$ cat config.mk
export PLATFORM = sky130hd
export DESIGN_NAME = wb_port_arbiter
export DESIGN_NICKNAME = d
export VERILOG_FILES = /design/src/rtl/wb_arb_pkg.sv /design/src/rtl/wb_result_fifo.sv /design/src/rtl/wb_port_arbiter.sv
export SDC_FILE = /design/constraint.sdc
export NUM_CORES = 1
export LEC_CHECK = 0
export ABC_AREA = 1
export ABC_CLOCK_PERIOD_IN_PS = 1950
export CORE_MARGIN = 8
export CORE_UTILIZATION = 45
export DETAILED_ROUTE_END_ITERATION = 8
export HOLD_SLACK_MARGIN = 0.05
export PLACE_DENSITY = 0.74
export SYNTH_ARGS = -nofsm -noshare
export SYNTH_HDL_FRONTEND = slang
export SYNTH_SLANG_ARGS = --single-unit
$ cat constraint.sdc
create_clock -name clk -period 1.95 [get_ports clk]
set_clock_uncertainty 0.15 [all_clocks]
set_input_delay 0.39 -clock clk [delete_from_list [all_inputs] [get_ports clk]]
set_output_delay 0.39 -clock clk [all_outputs]
set_load 0.05 [all_outputs]
$ cat src/rtl/wb_arb_pkg.sv
`default_nettype none
// ============================================================================
// Module   : wb_arb_pkg
// Purpose  : Shared types and constants for the write-port arbiter.
// Revision : 1.0 - initial release
// ============================================================================
package wb_arb_pkg;

  localparam int         DEF_FIFO_DEPTH   = 2;
  localparam int         DEF_STARVE_LIMIT = 4;
  localparam logic [4:0] REG_ZERO         = 5'd0;

  typedef struct packed {
    logic [4:0]  rd;
    logic [31:0] data;
    logic        killed;
  } wb_entry_t;

  // One-hot register mask; x0 never contributes.
  function automatic logic [31:0] rd_onehot(input logic [4:0] rd);
    logic [31:0] m;
    m    = 32'd1 << rd;
    m[0] = 1'b0;
    return m;
  endfunction

endpackage
`default_nettype wire

$ cat src/rtl/wb_result_fifo.sv
`default_nettype none
// ============================================================================
// Module   : wb_result_fifo
// Purpose  : MDU result buffer with kill-by-rd and registered pending mask.
// Revision : 1.0 - initial release
// ============================================================================
module wb_result_fifo
  import wb_arb_pkg::*;
#(
  parameter int DEPTH = DEF_FIFO_DEPTH
) (
  input  logic        clk,
  input  logic        reset,
  input  logic        i_push,
  input  wb_entry_t   i_push_entry,
  input  logic        i_pop,
  input  logic        i_kill_en,
  input  logic [4:0]  i_kill_rd,
  output wb_entry_t   o_head,
  output logic        o_empty,
  output logic        o_full,
  output logic [31:0] o_pending_mask
);

  localparam int PTR_W = $clog2(DEPTH);

  logic [PTR_W-1:0] r_wr_ptr;
  logic [PTR_W-1:0] r_rd_ptr;
  logic [PTR_W:0]   r_count;
  wb_entry_t        r_mem [DEPTH];
  logic [DEPTH-1:0] r_vld;
  logic [31:0]      r_mask;

  wb_entry_t        w_mem_n [DEPTH];
  logic [DEPTH-1:0] w_vld_n;
  logic [31:0]      w_mask_n;
  logic             w_push;
  logic             w_pop;

  assign o_empty        = (r_count == '0);
  assign o_full         = (r_count == (PTR_W+1)'(DEPTH));
  assign o_head         = r_mem[r_rd_ptr];
  assign o_pending_mask = r_mask;
  assign w_push         = i_push && !o_full;
  assign w_pop          = i_pop && !o_empty;

  // Kill is applied after the push so a same-cycle accept is also covered.
  always_comb begin
    w_mask_n = '0;
    for (int i = 0; i < DEPTH; i++) begin
      w_mem_n[i] = r_mem[i];
      w_vld_n[i] = r_vld[i];
      if (w_pop && (r_rd_ptr == PTR_W'(i))) w_vld_n[i] = 1'b0;
      if (w_push && (r_wr_ptr == PTR_W'(i))) begin
        w_vld_n[i] = 1'b1;
        w_mem_n[i] = i_push_entry;
      end
      if (i_kill_en && w_vld_n[i] && (w_mem_n[i].rd == i_kill_rd))
        w_mem_n[i].killed = 1'b1;
      if (w_vld_n[i] && !w_mem_n[i].killed)
        w_mask_n = w_mask_n | rd_onehot(w_mem_n[i].rd);
    end
  end

  always_ff @(posedge clk) begin
    if (reset) begin
      r_wr_ptr <= '0;
      r_rd_ptr <= '0;
      r_count  <= '0;
      r_vld    <= '0;
      r_mask   <= '0;
      for (int i = 0; i < DEPTH; i++) r_mem[i] <= '0;
    end else begin
      for (int i = 0; i < DEPTH; i++) r_mem[i] <= w_mem_n[i];
      r_vld  <= w_vld_n;
      r_mask <= w_mask_n;
      if (w_push) r_wr_ptr <= r_wr_ptr + PTR_W'(1);
      if (w_pop)  r_rd_ptr <= r_rd_ptr + PTR_W'(1);
      case ({w_push, w_pop})
        2'b10:   r_count <= r_count + (PTR_W+1)'(1);
        2'b01:   r_count <= r_count - (PTR_W+1)'(1);
        default: r_count <= r_count;
      endcase
    end
  end

endmodule
`default_nettype wire

$ cat src/rtl/wb_port_arbiter.sv
`default_nettype none
// ============================================================================
// Module   : wb_port_arbiter
// Purpose  : Register-file write-port arbiter between WriteBack and the MDU.
//            Starvation guard enabled by defining WB_ARB_STARVE_EN.
// Revision : 1.0 - initial release
// ============================================================================
module wb_port_arbiter
  import wb_arb_pkg::*;
#(
  parameter int FIFO_DEPTH   = DEF_FIFO_DEPTH,
  parameter int STARVE_LIMIT = DEF_STARVE_LIMIT
) (
  input  logic        clk,
  input  logic        reset,
  input  logic        Ctl_RegWrite_in,
  input  logic [4:0]  Rd_in,
  input  logic [31:0] WBdata_in,
  input  logic        MDU_valid_in,
  input  logic [4:0]  MDU_Rd_in,
  input  logic [31:0] MDU_result_in,
  output logic        MDU_ready_out,
  output logic        Stall_out,
  output logic [31:0] Pending_mask_out,
  output logic        Ctl_RegWrite_out,
  output logic [4:0]  Rd_out,
  output logic [31:0] WriteDatatoReg_out
);

  if (FIFO_DEPTH < 2 || (FIFO_DEPTH & (FIFO_DEPTH - 1)) != 0) begin : g_bad_depth
    $error("FIFO_DEPTH must be a power of two and at least 2");
  end
  if (STARVE_LIMIT < 1) begin : g_bad_limit
    $error("STARVE_LIMIT must be at least 1");
  end

  wb_entry_t   w_head;
  wb_entry_t   w_push_entry;
  logic        w_empty;
  logic        w_full;
  logic        w_stall;
  logic        w_pipe_eff;
  logic        w_push;
  logic        w_pop;
  logic        w_wr_en;
  logic [4:0]  w_wr_rd;
  logic [31:0] w_wr_data;

  logic        r_wr_en;
  logic [4:0]  r_wr_rd;
  logic [31:0] r_wr_data;

  assign MDU_ready_out = !reset && !w_full;
  assign w_pipe_eff    = Ctl_RegWrite_in && (Rd_in != REG_ZERO) && !w_stall;
  // x0 results are accepted but never buffered.
  assign w_push        = MDU_valid_in && MDU_ready_out && (MDU_Rd_in != REG_ZERO);
  assign w_push_entry  = '{rd: MDU_Rd_in, data: MDU_result_in, killed: 1'b0};

  always_comb begin
    w_pop     = 1'b0;
    w_wr_en   = 1'b0;
    w_wr_rd   = REG_ZERO;
    w_wr_data = '0;
    if (w_stall || (!w_pipe_eff && !w_empty)) begin
      w_pop = 1'b1;
      if (!w_head.killed) begin
        w_wr_en   = 1'b1;
        w_wr_rd   = w_head.rd;
        w_wr_data = w_head.data;
      end
    end else if (w_pipe_eff) begin
      w_wr_en   = 1'b1;
      w_wr_rd   = Rd_in;
      w_wr_data = WBdata_in;
    end
  end

`ifdef WB_ARB_STARVE_EN
  localparam int AGE_W = $clog2(STARVE_LIMIT + 1);

  logic [AGE_W-1:0] r_age;

  always_ff @(posedge clk) begin
    if (reset) begin
      r_age <= '0;
    end else if (w_pop) begin
      r_age <= '0;
    end else if (!w_empty && (r_age != AGE_W'(STARVE_LIMIT))) begin
      r_age <= r_age + AGE_W'(1);
    end
  end

  assign w_stall = !w_empty && (r_age == AGE_W'(STARVE_LIMIT));
`else
  assign w_stall = 1'b0;
`endif

  assign Stall_out = w_stall;

  wb_result_fifo #(
    .DEPTH (FIFO_DEPTH)
  ) u_fifo (
    .clk            (clk),
    .reset          (reset),
    .i_push         (w_push),
    .i_push_entry   (w_push_entry),
    .i_pop          (w_pop),
    .i_kill_en      (w_pipe_eff),
    .i_kill_rd      (Rd_in),
    .o_head         (w_head),
    .o_empty        (w_empty),
    .o_full         (w_full),
    .o_pending_mask (Pending_mask_out)
  );

  always_ff @(posedge clk) begin
    if (reset) begin
      r_wr_en   <= 1'b0;
      r_wr_rd   <= REG_ZERO;
      r_wr_data <= '0;
    end else begin
      r_wr_en   <= w_wr_en;
      r_wr_rd   <= w_wr_rd;
      r_wr_data <= w_wr_data;
    end
  end

  assign Ctl_RegWrite_out   = r_wr_en;
  assign Rd_out             = r_wr_rd;
  assign WriteDatatoReg_out = r_wr_data;

endmodule
`default_nettype wire

==> tab_implementation.tex <==
\begin{tabular}{lr}
\hline
Metric & Value \\
\hline
\multicolumn{2}{l}{\textbf{Clock tree}} \\
CTS Buffer Depth & 2 \\
Depth of the CTS H-tree & 4 \\
Hold bufs inserted after CTS & 0 \\
Clock tree from TritonCTS & done \\
Insertion delay of the later-clocked pin in the worst-skew pair & 420 ps \\
Count of clock tree sinks & 152 \\
CTS root buffer & clkbuf\_16 \\
Number of buffers added by the clock tree synthesis step & 17 \\
Clock transition at the registers of the reported paths & 60 ps \\
\multicolumn{2}{l}{\textbf{Detailed routing}} \\
Highest routing layer actually used & met4 \\
WL met2 & 10130 um \\
Vias post-DR & 7341 \\
DRC viols & 0 \\
Met3 Wirelength & 2197 um \\
Initial DRC count & 730 \\
DR vias/cell & 5.255 \\
Wire length per cell & 15.90 um \\
Antenna-violating nets left & 0 \\
First-pass iteration count of the detailed router & 5 \\
Post-route met1 wirelength & 9410 um \\
Total routed wirelength & 22210 um \\
\multicolumn{2}{l}{\textbf{Min path}} \\
Origin of the worst min-delay path & u\_fifo.r\_mem[0][22] \\
Number of cells on the worst hold path & 2 \\
Hold-critical path endpoint & u\_fifo.r\_mem[0][22] \\
Hold WC Path Type & register to register \\
\multicolumn{2}{l}{\textbf{Critical path}} \\
Flop-to-flop setup slack & -310 ps \\
Category of the worst setup path launch point & input port \\
Worst reg-to-reg path cell count & 15 \\
Crit path DAT & 2450 ps \\
Slowest Stage Delay on Critical Path & 470 ps \\
Worst r2r src & u\_fifo.r\_count[0] \\
Type of destination of the critical path & register \\
Endpoint of the lowest-slack register-to-register path & u\_fifo.o\_pending\_mask[24] \\
Bufs and invs on worst path & 5 \\
Required time of the critical path & 2130 ps \\
Crit Path Class & input port to register \\
Cell class contributing the biggest share of worst-path delay & buffers and inverters \\
Series of cell instances along the critical path & clkdlybuf4s50\_1 > inv\_2 > nor2\_8 > nand3\_4 > buf\_6 > nand2\_2 > nand3\_2 > nand2\_2 > nor2\_4 > nand3\_4 > buf\_6 > buf\_16 > nand4\_1 > a21oi\_1 \\
Cell with the largest stage delay on the worst path & clkdlybuf4s50\_1 \\
Maximum fanout count along the critical path & 8 \\
\multicolumn{2}{l}{\textbf{Place}} \\
Port Buffer Count & 147 \\
Global placement routability congestion & 0.9106 \\
Detail Placement HPWL & 13960 um \\
Minimum setup slack after placement & -734.3 ps \\
\multicolumn{2}{l}{\textbf{Floorplanning}} \\
Rows & 46 \\
Ports & 150 \\
Die area & 0.02049 mm2 \\
Starting Density & 45.96\% \\
Core area & 0.01583 mm2 \\
Chip Height & 143.1 um \\
Die extent in x & 143.1 um \\
\multicolumn{2}{l}{\textbf{Synthesis}} \\
Total standard cell area after synthesis & 0.007274 mm2 \\
Number of cells produced by synthesis & 961 \\
Avg Inst Size Synth & 7.570 um2 \\
Synth unique cells & 32 \\
Count of flip-flops with a built-in enable after synthesis & 0 \\
Share of the yosys chip area belonging to registers & 41.83\% \\
Synth Warn \# & 0 \\
Primary FF master, synth & dfxtp\_1 \\
Async set or reset register ratio after synthesis & 0\% \\
Flip-flop and latch count after synthesis & 152 \\
\multicolumn{2}{l}{\textbf{Final layout}} \\
Most common library cell in the layout ignoring fill and taps & buf\_4 \\
Nets & 1249 \\
Most frequent cells in the layout & 158 x buf\_4, 149 x dfxtp\_1, 132 x a21oi\_1 \\
Fraction of final layout cells with drive strength greater than 1 & 26.59\% \\
Antenna diode count & 0 \\
Utilization after layout & 64.57\% \\
Number of fill cells in the layout & 1353 \\
Synth-to-Final Area Change & 40.49\% \\
\multicolumn{2}{l}{\textbf{GRT}} \\
Via count of the first global-routing pass & 6936 \\
Aggregate global-route resource usage & 21.37\% \\
Number of antenna violations at the first check in global routing & 0 \\
Pin count of the biggest net entering global routing & 85 \\
First-pass GRT wire length & 35090 um \\
Total overflow reported by the global router & 0 \\
\multicolumn{2}{l}{\textbf{Run status}} \\
Outcome & finished with violations \\
Violations in the final reports & negative setup slack \\
\multicolumn{2}{l}{\textbf{Timing}} \\
Final Cycle Share & 116.5\% \\
Final max-slew violation count & 0 \\
Max Fclk & 0.4402 GHz \\
Shortest clock period the worst path allows after layout & 2272 ps \\
Unrepaired setup endpoints after global routing & yes \\
Worst rel slew slack & 34.07\% \\
Final hold violation count & 0 \\
Final setup violation count & 33 \\
Slew at the pin with the worst max-slew slack & 988.9 ps \\
Post-route setup slack & -321.8 ps \\
\multicolumn{2}{l}{\textbf{Run}} \\
Number of max-cap violations & 0 \\
\multicolumn{2}{l}{\textbf{Pwr}} \\
Total power per unit cell area & 869.3 mW/mm2 \\
P\_leak & 0.004138 uW \\
Maximum vdd drop & 657.5 uV \\
\hline
\end{tabular}
==> kinds of logic (layout without fill, tap and decap cells) <==
| kind of cell | Yosys count | in the layout | synth area share, % |
|---|---|---|---|
| flip-flops | 152 | 152 | 41.83 |
| buffers and inverters | 182 | 399 | 11.23 |
| other | 1 | 2 | 0.05155 |
| AO/OA/AOI/OAI | 248 | 248 | 18.73 |
| AND/OR/NAND/NOR | 375 | 377 | 27.64 |
| adder cells (fa/ha/maj) | 3 | 3 | 0.5161 |
==> where the power goes <==
| part | internal [uW] | switching, uW |
|---|---|---|
| Sequential | 3290 | 91.2 |
| Clock | 2080 | 1410 |
| Combinational | 797 | 1210 |
| Total | 6170 | 2710 |
==> worst min-delay path: cells and delay by family, from the launching register on <==
family,cells,cell delay [ps]
flip-flops,1,310
AO/OA/AOI/OAI,1,50
buffers and inverters,1,40
==> how the worst max path moves through the flow <==
stage,cells past startpoint,startpoint,to,slack [ps]
global placement,16,Rd_in[1],u_fifo.o_pending_mask[11],-750
CTS,15,u_fifo.r_count[0],u_fifo.o_pending_mask[20],-240
global route,15,u_fifo.r_count[0],u_fifo.o_pending_mask[24],-430
finish,14,MDU_valid_in,u_fifo.o_pending_mask[24],-320
detailed placement,16,Rd_in[1],u_fifo.o_pending_mask[11],-730
floorplan,15,Rd_in[1],u_fifo.o_pending_mask[22],-90
==> final cells by class <==
class / instances / area, um2 / area share [%]
clock buffer: 18 / 439.2 / 4.297
clock inverter: 14 / 186.4 / 1.824
inverter: 105 / 399.1 / 3.905
multi-input combinational: 630 / 3502 / 34.27
sequential: 152 / 3049 / 29.84
tap: 216 / 270.3 / 2.644
timing repair buffer: 262 / 2374 / 23.22
==> per-stage QoR <==
stage                     cell area (um2)  power [uW]  std cells  hold slack (ps)  TNS [ps]
after CTS                           10150        8853       1389            293.2     -7218
after global placement               9201        5303       1334            279.6    -63670
after global routing                10220        9256       1397            305.4    -11360
after detailed placement             9201        5320       1334            283.3    -66210
final                               10220        8884       1397            292.0     -7288
after floorplan                      7291        4605        962            270.5     -2454
==> Yosys cell counts (3+ instances only) <==
cell type | number | area (um2)
o21ai_0 | 78 | 390.4
nand2_4 | 11 | 123.9
or2_2 | 6 | 37.54
buf_2 | 13 | 65.06
nor2_2 | 5 | 31.28
dfxtp_1 | 152 | 3043
nor2_4 | 5 | 56.30
ha_1 | 3 | 37.54
o22ai_1 | 5 | 31.28
a21oi_2 | 4 | 35.03
nand4_1 | 79 | 494.2
clkbuf_1 | 42 | 157.7
nand3_4 | 4 | 70.07
a211o_1 | 26 | 227.7
nand2_1 | 98 | 367.9
nand2_2 | 12 | 75.07
inv_2 | 8 | 30.03
buf_1 | 5 | 18.77
buf_4 | 5 | 37.54
nor2_1 | 113 | 424.2
a21oi_1 | 134 | 670.6
nand4_2 | 9 | 112.6
nand3_1 | 27 | 135.1
buf_6 | 11 | 123.9
inv_1 | 97 | 364.1
==> flip-flops by register name, summed over array words and instances (netlist names), named ones only <==
signal,flops
u_fifo.r_mem,76
WriteDatatoReg_out,32
u_fifo.o_pending_mask,31
Rd_out,5
u_fifo.r_count,2
u_fifo.r_vld,2
Ctl_RegWrite_out,1
u_fifo.r_rd_ptr,1
u_fifo.r_wr_ptr,1
==> timing repair <==
action	4_1_cts	5_1_grt
setup buffers	17	6
setup endpoints to repair	83	88
hold endpoints to repair	0	0
gates resized for setup	37	44
pin swaps	34	29
cloned	6	4
==> metal layers <==
metal,vias to the layer above,global-route usage [%]
met1,3327,25.76
met2,320,34.09
met4,0,7.942
met3,44,7.813
li1,3650,-
met5,-,0
(Power assumes the default switching activity.)
